`src/rtl/cache_control.sv`:
```
// cache_control: sequencing FSM for a 2-way set-associative cache, with Mealy strobes,
// pmem writeback/allocate sequencing and saturating hit/miss counters.
module cache_control #(
  parameter int CNT_W = 16
) (
  input  logic             clk,
  input  logic             reset,
  input  logic             mem_read,
  input  logic             mem_write,
  output logic             mem_resp,
  input  logic             hit0,
  input  logic             hit1,
  input  logic             lru,
  input  logic             dirty0,
  input  logic             dirty1,
  input  logic             pmem_resp,
  output logic             pmem_read,
  output logic             pmem_write,
  output logic             pmem_addr_sel,
  output logic             data_in_sel,
  output logic             way_sel,
  output logic [1:0]       load_data,
  output logic [1:0]       load_tag,
  output logic [1:0]       set_valid,
  output logic [1:0]       set_dirty,
  output logic [1:0]       clear_dirty,
  output logic             load_lru,
  output logic             lru_in,
  output logic [CNT_W-1:0] hit_count,
  output logic [CNT_W-1:0] miss_count
);
  typedef enum logic [1:0] {IDLE, WRITEBACK, ALLOCATE} state_e;
  state_e state_q, state_d;
  logic victim_q, victim_d;
  logic [CNT_W-1:0] hit_q, hit_d, miss_q, miss_d;
  logic req, hit, hitway;
  logic [1:0] hit_mask, vic_mask;
  assign req = mem_read | mem_write;
  assign hit = hit0 | hit1;
  assign hitway = ~hit0;
  assign hit_mask = hitway ? 2'b10 : 2'b01;
  assign vic_mask = victim_q ? 2'b10 : 2'b01;
  assign hit_count = hit_q;
  assign miss_count = miss_q;
  always_ff @(posedge clk or posedge reset) begin
    if (reset) begin
      state_q  <= IDLE;
      victim_q <= 1'b0;
      hit_q    <= '0;
      miss_q   <= '0;
    end else begin
      state_q  <= state_d;
      victim_q <= victim_d;
      hit_q    <= hit_d;
      miss_q   <= miss_d;
    end
  end
  // Strobes are forced low during reset so pmem sees the abort immediately.
  always_comb begin
    state_d       = state_q;
    victim_d      = victim_q;
    hit_d         = hit_q;
    miss_d        = miss_q;
    mem_resp      = 1'b0;
    pmem_read     = 1'b0;
    pmem_write    = 1'b0;
    pmem_addr_sel = 1'b0;
    data_in_sel   = 1'b0;
    way_sel       = 1'b0;
    load_data     = 2'b00;
    load_tag      = 2'b00;
    set_valid     = 2'b00;
    set_dirty     = 2'b00;
    clear_dirty   = 2'b00;
    load_lru      = 1'b0;
    lru_in        = 1'b0;
    if (!reset) begin
      case (state_q)
        IDLE: begin
          if (req && hit) begin
            mem_resp  = 1'b1;
            way_sel   = hitway;
            load_lru  = 1'b1;
            lru_in    = ~hitway;
            load_data = mem_write ? hit_mask : 2'b00;
            set_dirty = mem_write ? hit_mask : 2'b00;
            hit_d     = &hit_q ? hit_q : hit_q + CNT_W'(1);
          end else if (req) begin
            victim_d = lru;
            miss_d   = &miss_q ? miss_q : miss_q + CNT_W'(1);
            state_d  = (lru ? dirty1 : dirty0) ? WRITEBACK : ALLOCATE;
          end
        end
        WRITEBACK: begin
          pmem_write    = 1'b1;
          pmem_addr_sel = 1'b1;
          way_sel       = victim_q;
          clear_dirty   = pmem_resp ? vic_mask : 2'b00;
          state_d       = pmem_resp ? ALLOCATE : WRITEBACK;
        end
        ALLOCATE: begin
          pmem_read   = 1'b1;
          load_data   = pmem_resp ? vic_mask : 2'b00;
          load_tag    = pmem_resp ? vic_mask : 2'b00;
          set_valid   = pmem_resp ? vic_mask : 2'b00;
          data_in_sel = pmem_resp;
          state_d     = pmem_resp ? IDLE : ALLOCATE;
        end
        default: state_d = IDLE;
      endcase
    end
  end
endmodule

```
`config.mk`:
```
export PLATFORM = sky130hd
export DESIGN_NAME = cache_control
export DESIGN_NICKNAME = d
export VERILOG_FILES = /design/src/rtl/cache_control.sv
export SDC_FILE = /design/constraint.sdc
export NUM_CORES = 1
export LEC_CHECK = 0
export BUFFER_PORTS_ARGS = -buffer_cell sky130_fd_sc_hd__buf_4
export CAP_MARGIN = 20
export CORE_MARGIN = 5
export CORE_UTILIZATION = 50
export CTS_CLUSTER_DIAMETER = 30
export CTS_CLUSTER_SIZE = 30
export DETAILED_ROUTE_END_ITERATION = 10
export PLACE_DENSITY = 0.76
export SLEW_MARGIN = 20
export SYNTH_ARGS = -nofsm -noshare
export SYNTH_HDL_FRONTEND = slang
export SYNTH_SLANG_ARGS = --single-unit
export TNS_END_PERCENT = 10
```
`constraint.sdc`:
```
create_clock -name clk -period 2.5 [get_ports clk]
set_input_delay 0.25 -clock clk [delete_from_list [all_inputs] [get_ports clk]]
set_output_delay 0.25 -clock clk [all_outputs]
set_load 0.05 [all_outputs]
```
[After elaboration in Yosys (flattened, before gate mapping)]
Index checks and enable logic that the tools add are counted.
Word-level totals
  bits in registers: 35
  output and inout port bits: 50
  word-level logic and storage cells: 60
Operators by class
  eq/ne operators: 4
  muxes and demuxes: 35
  add/sub/neg operators: 2
  bitwise logic cells: 7
  reductions and logical operators: 8
Operator list (count)
  $mux W2: 17
  $add A16 B1 Y16 const B: 2
  $reduce_and A16 Y1: 2
  $mux W1: 15
  $reduce_and A4 Y1: 2
  $pmux W2 S3: 1
  $not A1 Y1: 5
  $reduce_and A5 Y1: 1
  $ne A2 B2 Y1 const B: 2
  $pmux W2 S2: 1
  $reduce_and A3 Y1: 1
  $eq A2 B1 Y1 const B: 1
  $eq A2 B2 Y1 const B: 1
  $logic_not A2 Y1: 1
  $or A1 B1 Y1: 2
  $pmux W1 S2: 1
  $logic_and A1 B1 Y1: 1

[Logic depth before layout (Yosys ltp)]
Gate-level depths: netlist of the first run.
  depth in word-level cells: 5
  depth in mapped cells: 7

[Worst setup path after synthesis of the first run]
OpenSTA, ideal clock, no wires.
  path type: reg2out
  from: register state_q[0]
  to: output port load_data[0]
  cell stages (with the launch flop): 6
  buffers on the path: 1
  path slack: -1.329 ns
  arrival time: 3.579 ns
  path through: dfrtp_1 > buf_2 > nor3b_1 > and2_1 > nor2b_1 > or2_2
Between the ends
  word-level cells in the longest chain between the ends: 3
RTL lines
  start, declared: line 33  | state_e state_q, state_d;
  start signal, assigned: line 52  | state_q <= state_d;
  $eq A2 B2 Y1 / $logic_not A2 Y1 (equally long branches): line 78  | case (state_q)
  $pmux W2 S2 *: line 78
  $mux W2 *: line 77  | if (!reset) begin
  end, declared: line 22  | output logic [1:0] load_data,
Mark *: on every way between the ends. The rest lies on a longest branch, timed or not.

[Worst setup path after layout of the first run]
  from: register state_q[0]
  to: output port load_lru
Between the ends
  word-level cells in the longest chain between the ends: 3
RTL lines
  $logic_not A2 Y1: line 78
  $mux W1: line 78
  $mux W1: line 77
  end, declared: line 27  | output logic load_lru,
Every way passes these cells.

==> impl_metrics.toml, run 1 <==
[status]
status = "finished, final reports clean"

[pwr]
clkPwrFrac = 0.181
p_int_mw = 1.16
irDropWorstVdd_v = 0.000558
power.density_nw_per_um2 = 901
p_comb_frac = 0.440
p_sw_mw = 1.00
switching_share = 0.464
p_leak_nw = 1.18
pwr-share-seq = 0.379

[floorplanning]
start_util = 0.511
core_area_um2 = 3610
die-width_um = 70.7
die_h_um = 70.7
num_rows = 22
die_area_um2 = 5000
io_pins = 60

[synth]
synth-edff-count = 0
synth_warnings = 0
yosys.area.top_type = "dfrtp_1"
synth_nets = 194
synth_cells = 182
netlist_area_um2 = 1840
synth.area.top_cells = "dfrtp_1, xnor2_1, xor2_1"
yosysTopAreaCellShare = 0.475
yosysMostFrequentCell = "dfrtp_1"
yosysUniqueCellTypes = 35
synth_seq_cells = 35
ys_seq_area_frac = 0.475
syn_avg_cell_area_um2 = 10.1
synth_commonest_cells = "dfrtp_1, xnor2_1, nor2_1"
synthArstFlopShare = 1.00
synth_ff_type = "dfrtp_1"

[drt]
postRouteAntennaNets = 0
vias = 1592
firstDrtPassIters = 4
vias_per_cell = 5.47
drc_errors = 0
totalWireLength_mm = 4.26
drt-initial-drc-count = 109
wire_per_inst_um = 14.6

[finish]
seq_area_um2 = 876
diodes = 0
final_cell_area_um2 = 2400
fillers = 310
multi_input_area_um2 = 906
stdcell_count = 291
drive_gt1_frac = 0.337
nNetsFinal = 254
syn_to_final_growth_pct = 30.3

[setup_path]
crit_path_start_kind = "register"
crit_path_end_kind = "output pin"
reg2reg_from = "state_q[0]"
critPathMaxFanout = 9
critPathLaunch = "state_q[0]"
cp_data_arrival_time_ns = 1.94
required_ns = 2.25
critical_path_class = "register to output pin"

[sta]
finalMaxSlewViolations = 0
hold_violations = 0
finalCriticalPeriod_ns = 2.19
period_share = 0.877
rsz0062_at_grt = "false"
setup_viol = 0
tightest_slew_ns = 0.705
fmax_mhz = 456
relSlewSlack = 0.527
clock_skew_ns = 0.00627
hold-worst-slack_ns = 0.117

[clock_network]
clockBufferDepth = 2
cts_hold_buf = 0
htree_num_levels = 2
cts_resized = 0
post_cts_buffers = 0
cts.sink_count = 35
cts_buffers = 5
tritoncts = "built"
clk_latency_ns = 0.29
cts.clk_slew.worst_paths_ns = 0.07
cts-root-buf = "clkbuf_8"

[place]
gp_congestion = 0.805
dpl.hpwl_mm = 3.28
placed_area_um2 = 2320
dp_cells = 283
io_buffer_count = 59

[min_path]
min_path_type = "input pin to asynchronous set/reset pin"

[grt]
gr-total-overflow = 0
grt_max_degree = 19
antenna_found_initial = 0
grt_pass1_vias = 1532
track_usage = 0.175
grt_first_pass_wirelength_mm = 7.22

[job]
max_cap_viol_count = 0
## metrics by stage
| step | power, mW | setup TNS (ns) | util | worst slack, ns |
|---|---|---|---|---|
| 6_report | 2.16 | 0 | 0.666 | 0.307 |
| 4_1_cts | 2.18 | 0 | 0.666 | 0.300 |
| 3_5_place_dp | 1.78 | 0 | 0.643 | 0.358 |
| 5_1_grt | 2.28 | 0 | 0.666 | 0.239 |
| 3_3_place_gp | 1.76 | 0 | 0.643 | 0.397 |
| 2_1_floorplan | 1.52 | -1.02 | - | -0.494 |
## cells in the final DEF, fill, tap and decap left out, types with 2 or more instances in the layout
master | netlist | final
buf_4 | 4 | 61
dfrtp_1 | 35 | 35
xnor2_1 | 18 | 18
nor2_1 | 15 | 15
nand2_1 | 12 | 12
nand4_1 | 12 | 12
nand3_1 | 10 | 10
xor2_1 | 10 | 10
nor3_1 | 8 | 8
and3_1 | 8 | 8
inv_1 | 5 | 5
o21ai_0 | 5 | 5
clkbuf_8 | 0 | 5
nor2b_1 | 5 | 4
or2_2 | 3 | 3
and2_1 | 3 | 3
clkinv_2 | 0 | 3
nor4_1 | 2 | 2
or3_4 | 2 | 2
nand4b_1 | 2 | 2
mux2_2 | 2 | 2
nor3b_2 | 0 | 2
nor3b_1 | 4 | 2
ha_1 | 2 | 2
## critical path: stages (launching register included)
cell and delay, ns:
dfrtp_1 0.48, or3_4 0.44, or3_4 0.42, inv_1 0.11, buf_4 0.21
## registers in the layout, summed over array words and instances (netlist names)
signal      flops
state_q         2
hit_count      16
miss_count     16
victim_q        1
## path summary, 6_finish.rpt
kind                                       to  slack (ns)  cells after the start
worst max register to register   hit_count[1]        0.34                      4
min in group clk                     victim_q        0.18                      3
max in group asynchronous       hit_count[13]        1.69                      3
worst min-delay path            miss_count[8]        0.12                      2
worst max-delay path                 load_lru        0.31                      4
worst min register to register  hit_count[15]        0.51                      1
## cell type report
class,count,share of cell area
Clock inverter,3,0.00625
Tap cell,48,0.0250
Clock buffer,5,0.0286
Sequential cell,35,0.365
Inverter,5,0.00781
Timing Repair Buffer,61,0.191
Multi-Input combinational cell,134,0.377
## routing by layer
metal	track usage	vias up	share of wire
li1	-	756	-
met1	0.230	786	0.43
met2	0.290	44	0.51
met3	0.0412	6	0.054
met4	0.0438	0	0.0094
met5	0	-	0
## cell families (layout without fill, tap and decap cells)
kind of cell / after synthesis / in the layout / synth area share
AND/OR/NAND/NOR: 91 / 91 / 0.278
flip-flops: 35 / 35 / 0.475
XOR/XNOR: 28 / 28 / 0.133
buffers and inverters: 13 / 74 / 0.0401
AO/OA/AOI/OAI: 10 / 10 / 0.0428
multiplexers: 3 / 3 / 0.0177
adder cells (fa/ha/maj): 2 / 2 / 0.0136
## power by group through the flow
| stage | registers (mW) | logic (mW) | clock network, mW |
|---|---|---|---|
| 2_1_floorplan | 1.02 | 0.495 | 0 |
| 3_3_place_gp | 0.820 | 0.943 | 0 |
| 3_5_place_dp | 0.824 | 0.959 | 0 |
| 4_1_cts | 0.816 | 0.962 | 0.404 |
| 5_1_grt | 0.840 | 1.01 | 0.425 |
| 6_report | 0.820 | 0.952 | 0.392 |
Note: power is estimated with default switching activity, not from simulation.
==> run 2: changes to the inputs <==
--- a/config.mk
+++ b/config.mk
@@ -7,8 +7,10 @@
 export LEC_CHECK = 0
 export BUFFER_PORTS_ARGS = -buffer_cell sky130_fd_sc_hd__buf_4
 export CAP_MARGIN = 20
+export CELL_PAD_IN_SITES_DETAIL_PLACEMENT = 2
+export CELL_PAD_IN_SITES_GLOBAL_PLACEMENT = 2
 export CORE_MARGIN = 5
-export CORE_UTILIZATION = 50
+export CORE_UTILIZATION = 30
 export CTS_CLUSTER_DIAMETER = 30
 export CTS_CLUSTER_SIZE = 30
 export DETAILED_ROUTE_END_ITERATION = 10
==> impl_metrics.toml, run 2 (synthesis gave the netlist of run 1 again) <==
[floorplanning]
die_h_um = 88.4
core_area_um2 = 5960
die_area_um2 = 7810
io_pins = 60
num_rows = 28
start_util = 0.309
die-width_um = 88.4

[grt]
met1_usage = 0.178
gr-total-overflow = 0
track_usage = 0.142
grt_pass1_vias = 1686
grt-busiest-layer = "met2"
grt_first_pass_wirelength_mm = 8.49
use_met3 = 0.0354
grt_max_degree = 36
antenna_found_initial = 0
use_met2 = 0.237

[setup_path]
path_delay_family = "simple AND/OR/NAND/NOR gates"
critPathMaxFanout = 9
reg2reg_slack_ns = 0.33
path_buf_inv = 2
slowest_stage = "dfrtp_1"
worstReg2RegEnd = "hit_count[1]"
crit_top_cell = "or3_4"
crit_path_end_kind = "output pin"
max_stage_delay_ns = 0.47
crit_path_start_kind = "register"
reg2reg_from = "state_q[0]"
reg2regPathDepth = 4
path_cells = "or3_4 -> or3_4 -> inv_1 -> buf_4"
cp_data_arrival_time_ns = 1.94
required_ns = 2.25
critical_path_class = "register to output pin"

[place]
gp_congestion = 0.713
dpl.hpwl_mm = 3.96
dp_cells = 311
place_ws_ns = 0.309
io_buffer_count = 59
placed_area_um2 = 2360

[finish]
syn_to_final_growth_pct = 32.5
diodes = 0
nNetsFinal = 255
stdcell_count = 319
fillers = 661
seq_area_um2 = 876
final_cell_area_um2 = 2440
final_cell_mix = "buf_4, dfrtp_1, xnor2_1"
layout_commonest_cell = "buf_4"
utilization = 0.410
multi_input_area_um2 = 906
drive_gt1_frac = 0.332

[pwr]
irDropWorstVdd_v = 0.000462
fin_total_pwr_mw = 2.18
pwr-share-seq = 0.374
p_sw_mw = 1.01
p_int_mw = 1.17
power.density_nw_per_um2 = 895
switching_share = 0.465
clkPwrFrac = 0.183
p_leak_nw = 1.18
p_comb_frac = 0.443

[clock_network]
cts_buffers = 5
cts-root-buf = "clkbuf_8"
clockBufferDepth = 2
cts.sink_count = 35
clk_latency_ns = 0.29
htree_num_levels = 2
cts_hold_buf = 0
cts.clk_slew.worst_paths_ns = 0.07
tritoncts = "built"
cts_resized = 0
post_cts_buffers = 0

[sta]
period_share = 0.878
relSlewSlack = 0.498
finalMaxSlewViolations = 0
rsz0062_at_grt = "false"
hold_violations = 0
fmax_mhz = 456
hold-worst-slack_ns = 0.124
setup_slack_ns = 0.306
setup_viol = 0
clock_skew_ns = 0.00989
finalCriticalPeriod_ns = 2.19
tightest_slew_ns = 0.749
finalSetupTns_ns = 0

[drt]
vias_per_cell = 4.99
vias = 1592
firstDrtPassIters = 4
totalWireLength_mm = 5.19
wire_per_inst_um = 16.3
postRouteAntennaNets = 0
drc_errors = 0
drt-initial-drc-count = 23

[min_path]
min_path_type = "input pin to asynchronous set/reset pin"

[status]
status = "finished, final reports clean"

[job]
max_cap_viol_count = 0
[run 2: power groups by stage]
stage / clock, mW / combinational [mW] / sequential, mW
floorplan: 0 / 0.495 / 1.02
global placement: 0 / 0.953 / 0.826
detailed placement: 0 / 0.982 / 0.831
CTS: 0.416 / 0.985 / 0.819
global route: 0.440 / 1.02 / 0.835
finish: 0.399 / 0.967 / 0.817
[run 2: worst register-to-register path, delay by kind of cell (launching register included)]
kind	cells	cell delay, ns
simple gates	2	0.86
flops	1	0.47
mux	1	0.38
compound gates	1	0.35
[run 2: worst max-delay path by stage]
stage               startpoint           end  slack [ns]  depth (start not counted)
floorplan           state_q[0]  load_data[0]       -0.49                          5
global placement    state_q[0]  hit_count[1]        0.34                          4
detailed placement  state_q[0]  hit_count[1]        0.31                          4
CTS                 state_q[0]      mem_resp        0.28                          4
global route        state_q[0]      mem_resp        0.23                          4
finish              state_q[0]      load_lru        0.31                          4
[run 2: cell type report]
type / instances / area share
clock buffers: 7 / 0.0313
clock inverters: 1 / 0.00205
inverters: 5 / 0.00769
multi-input cells: 134 / 0.371
flip-flops and latches: 35 / 0.359
well taps: 75 / 0.0384
repair buffers: 62 / 0.191
[run 2: layer usage]
metal | vias up | wire length, um
met5 | - | 0
met4 | 0 | 76
met3 | 7 | 287
met2 | 42 | 2460
met1 | 791 | 2360
li1 | 752 | -
==> run 3: changes to the inputs <==
--- a/config.mk
+++ b/config.mk
@@ -5,16 +5,17 @@
 export SDC_FILE = /design/constraint.sdc
 export NUM_CORES = 1
 export LEC_CHECK = 0
+export ABC_AREA = 1
 export BUFFER_PORTS_ARGS = -buffer_cell sky130_fd_sc_hd__buf_4
 export CAP_MARGIN = 20
 export CELL_PAD_IN_SITES_DETAIL_PLACEMENT = 2
 export CELL_PAD_IN_SITES_GLOBAL_PLACEMENT = 2
 export CORE_MARGIN = 5
-export CORE_UTILIZATION = 30
+export CORE_UTILIZATION = 28
 export CTS_CLUSTER_DIAMETER = 30
 export CTS_CLUSTER_SIZE = 30
 export DETAILED_ROUTE_END_ITERATION = 10
-export PLACE_DENSITY = 0.76
+export PLACE_DENSITY = 0.77
 export SLEW_MARGIN = 20
 export SYNTH_ARGS = -nofsm -noshare
 export SYNTH_HDL_FRONTEND = slang
==> impl_metrics.toml, run 3 <==
[sta]
finalSetupTns_ns = 0
setup_slack_ns = 0.431
setup_viol = 0
finalMaxSlewViolations = 0
hold_violations = 0
relSlewSlack = 0.548
clock_skew_ns = 0.0118
fmax_mhz = 483
tightest_slew_ns = 0.678
rsz0062_at_grt = "false"
finalCriticalPeriod_ns = 2.07
period_share = 0.827
hold-worst-slack_ns = 0.201

[setup_path]
required_ns = 2.73
critical_path_class = "register to register"
crit_path_start_kind = "register"
cp_data_arrival_time_ns = 2.29
crit_path_end_kind = "register"
reg2reg_slack_ns = 0.43
critPathLaunch = "hit_count[0]"
critPathMaxFanout = 15
reg2reg_from = "hit_count[0]"

[place]
io_buffer_count = 59
dpl.hpwl_mm = 6.12
placed_area_um2 = 2860
gp_congestion = 0.751
place_ws_ns = 0.418

[synth]
yosysMostFrequentCell = "nand2_1"
synthMuxAreaShare = 0
synth_compound_area_frac = 0.0316
netlist_area_um2 = 2340
synth_commonest_cells = "nand2_1, nor2_1, dfrtp_1"
synth_seq_cells = 35
synth_simple_gate_area_frac = 0.448
yosysUniqueCellTypes = 25
synth_warnings = 0
synth_top_family_by_area = "simple AND/OR/NAND/NOR gates"
synthArstFlopShare = 1.00
yosys.area.top_type = "dfrtp_1"
yosysTopAreaCellShare = 0.375
ys_seq_area_frac = 0.375
synth_nets = 370
synth-xor-area-share = 0.0525
synthAdderAreaFrac = 0.0107
synth.area.top_cells = "dfrtp_1, nand2_1, nor2_1"
synth-edff-count = 0
synth_ff_type = "dfrtp_1"
syn_avg_cell_area_um2 = 6.53
synth_cells = 358

[clock_network]
cts-root-buf = "clkbuf_8"
clockBufferDepth = 2
cts.clk_slew.worst_paths_ns = 0.09
cts_hold_buf = 0
cts.sink_count = 35
cts_buffers = 5
htree_num_levels = 2
clk_latency_ns = 0.30
cts_resized = 0
post_cts_buffers = 0
tritoncts = "built"

[pwr]
switching_share = 0.457
power.density_nw_per_um2 = 761
pwr-share-seq = 0.342
p_sw_mw = 1.04
clkPwrFrac = 0.244
p_int_mw = 1.23
irDropWorstVdd_v = 0.000340
p_comb_frac = 0.413
fin_total_pwr_mw = 2.27
p_leak_nw = 1.50

[grt]
grt_pass1_vias = 2666
grt_first_pass_wirelength_mm = 12.8
antenna_found_initial = 0
grt_max_degree = 36
gr-total-overflow = 0
track_usage = 0.156

[drt]
postRouteAntennaNets = 0
wire_per_inst_um = 15.0
drt-initial-drc-count = 18
totalWireLength_mm = 7.84
drc_errors = 0
vias = 2503
vias_per_cell = 4.79
firstDrtPassIters = 4

[min_path]
min_path_type = "input pin to asynchronous set/reset pin"

[finish]
layout_commonest_cell = "nand2_1"
final_cell_mix = "nand2_1, buf_4, nor2_1"
final_cell_area_um2 = 2980
fillers = 1026
drive_gt1_frac = 0.182
syn_to_final_growth_pct = 27.5
nNetsFinal = 429
diodes = 0

[floorplanning]
die_area_um2 = 10300
start_util = 0.286
die_h_um = 101
num_rows = 33
io_pins = 60
core_area_um2 = 8180
die-width_um = 101

[status]
status = "finished, final reports clean"

[job]
max_cap_viol_count = 0
run 3: routing by layer:
| metal | global-route usage | up-vias | part of all wire | wire length (um) |
|---|---|---|---|---|
| met5 | 0 | - | 0 | 0 |
| met4 | 0.0307 | 0 | 0.0056 | 44 |
| met3 | 0.0317 | 5 | 0.032 | 254 |
| met2 | 0.279 | 28 | 0.51 | 4000 |
| met1 | 0.194 | 1229 | 0.45 | 3540 |
| li1 | - | 1241 | - | - |
run 3: area by class of cell:
| cell class | count | area (um^2) | area share |
|---|---|---|---|
| Inverter | 32 | 120 | 0.0403 |
| Clock inverter | 2 | 35.0 | 0.0118 |
| Timing Repair Buffer | 62 | 465 | 0.156 |
| Multi-Input combinational cell | 281 | 1270 | 0.426 |
| Clock buffer | 6 | 82.6 | 0.0277 |
| Tap cell | 105 | 131 | 0.0441 |
| Sequential cell | 35 | 876 | 0.294 |
run 3: through the flow:
step	util	instances
after detailed placement	0.350	515
after floorplan	-	358
final	0.364	523
after global placement	0.350	515
after global routing	0.364	523
after CTS	0.364	523
run 3: final timing paths:
path | depth (start not counted) | end
worst max-delay path | 7 | hit_count[11]
worst min-delay path | 3 | hit_count[13]
worst max register to register | 7 | hit_count[11]
worst min register to register | 2 | hit_count[15]
max in group asynchronous | 3 | victim_q
min in group clk | 3 | victim_q
run 3: critical path, stage by stage, from the launching register on:
cell      delay [ns]
dfrtp_1         0.47
ha_1            0.30
nand3_1         0.18
clkinv_1        0.10
nand3_1         0.14
o21ai_2         0.58
nand2_1         0.12
nand2_1         0.10
run 3: cells by family after synthesis:
group | count (synthesis)
AOI/OAI and AO/OA | 13
xor gates and xnor gates | 14
adders and majority gates | 2
buffers and inverters | 42
DFF | 35
and+or+nand+nor | 252
run 3: power by group through the flow:
stage	Clock, mW	Sequential, mW	Combinational (mW)
after global routing	0.595	0.793	1.01
after global placement	0	0.782	0.938
final	0.554	0.776	0.937
after detailed placement	0	0.788	0.950
after CTS	0.573	0.776	0.953
after floorplan	0	0.945	0.501
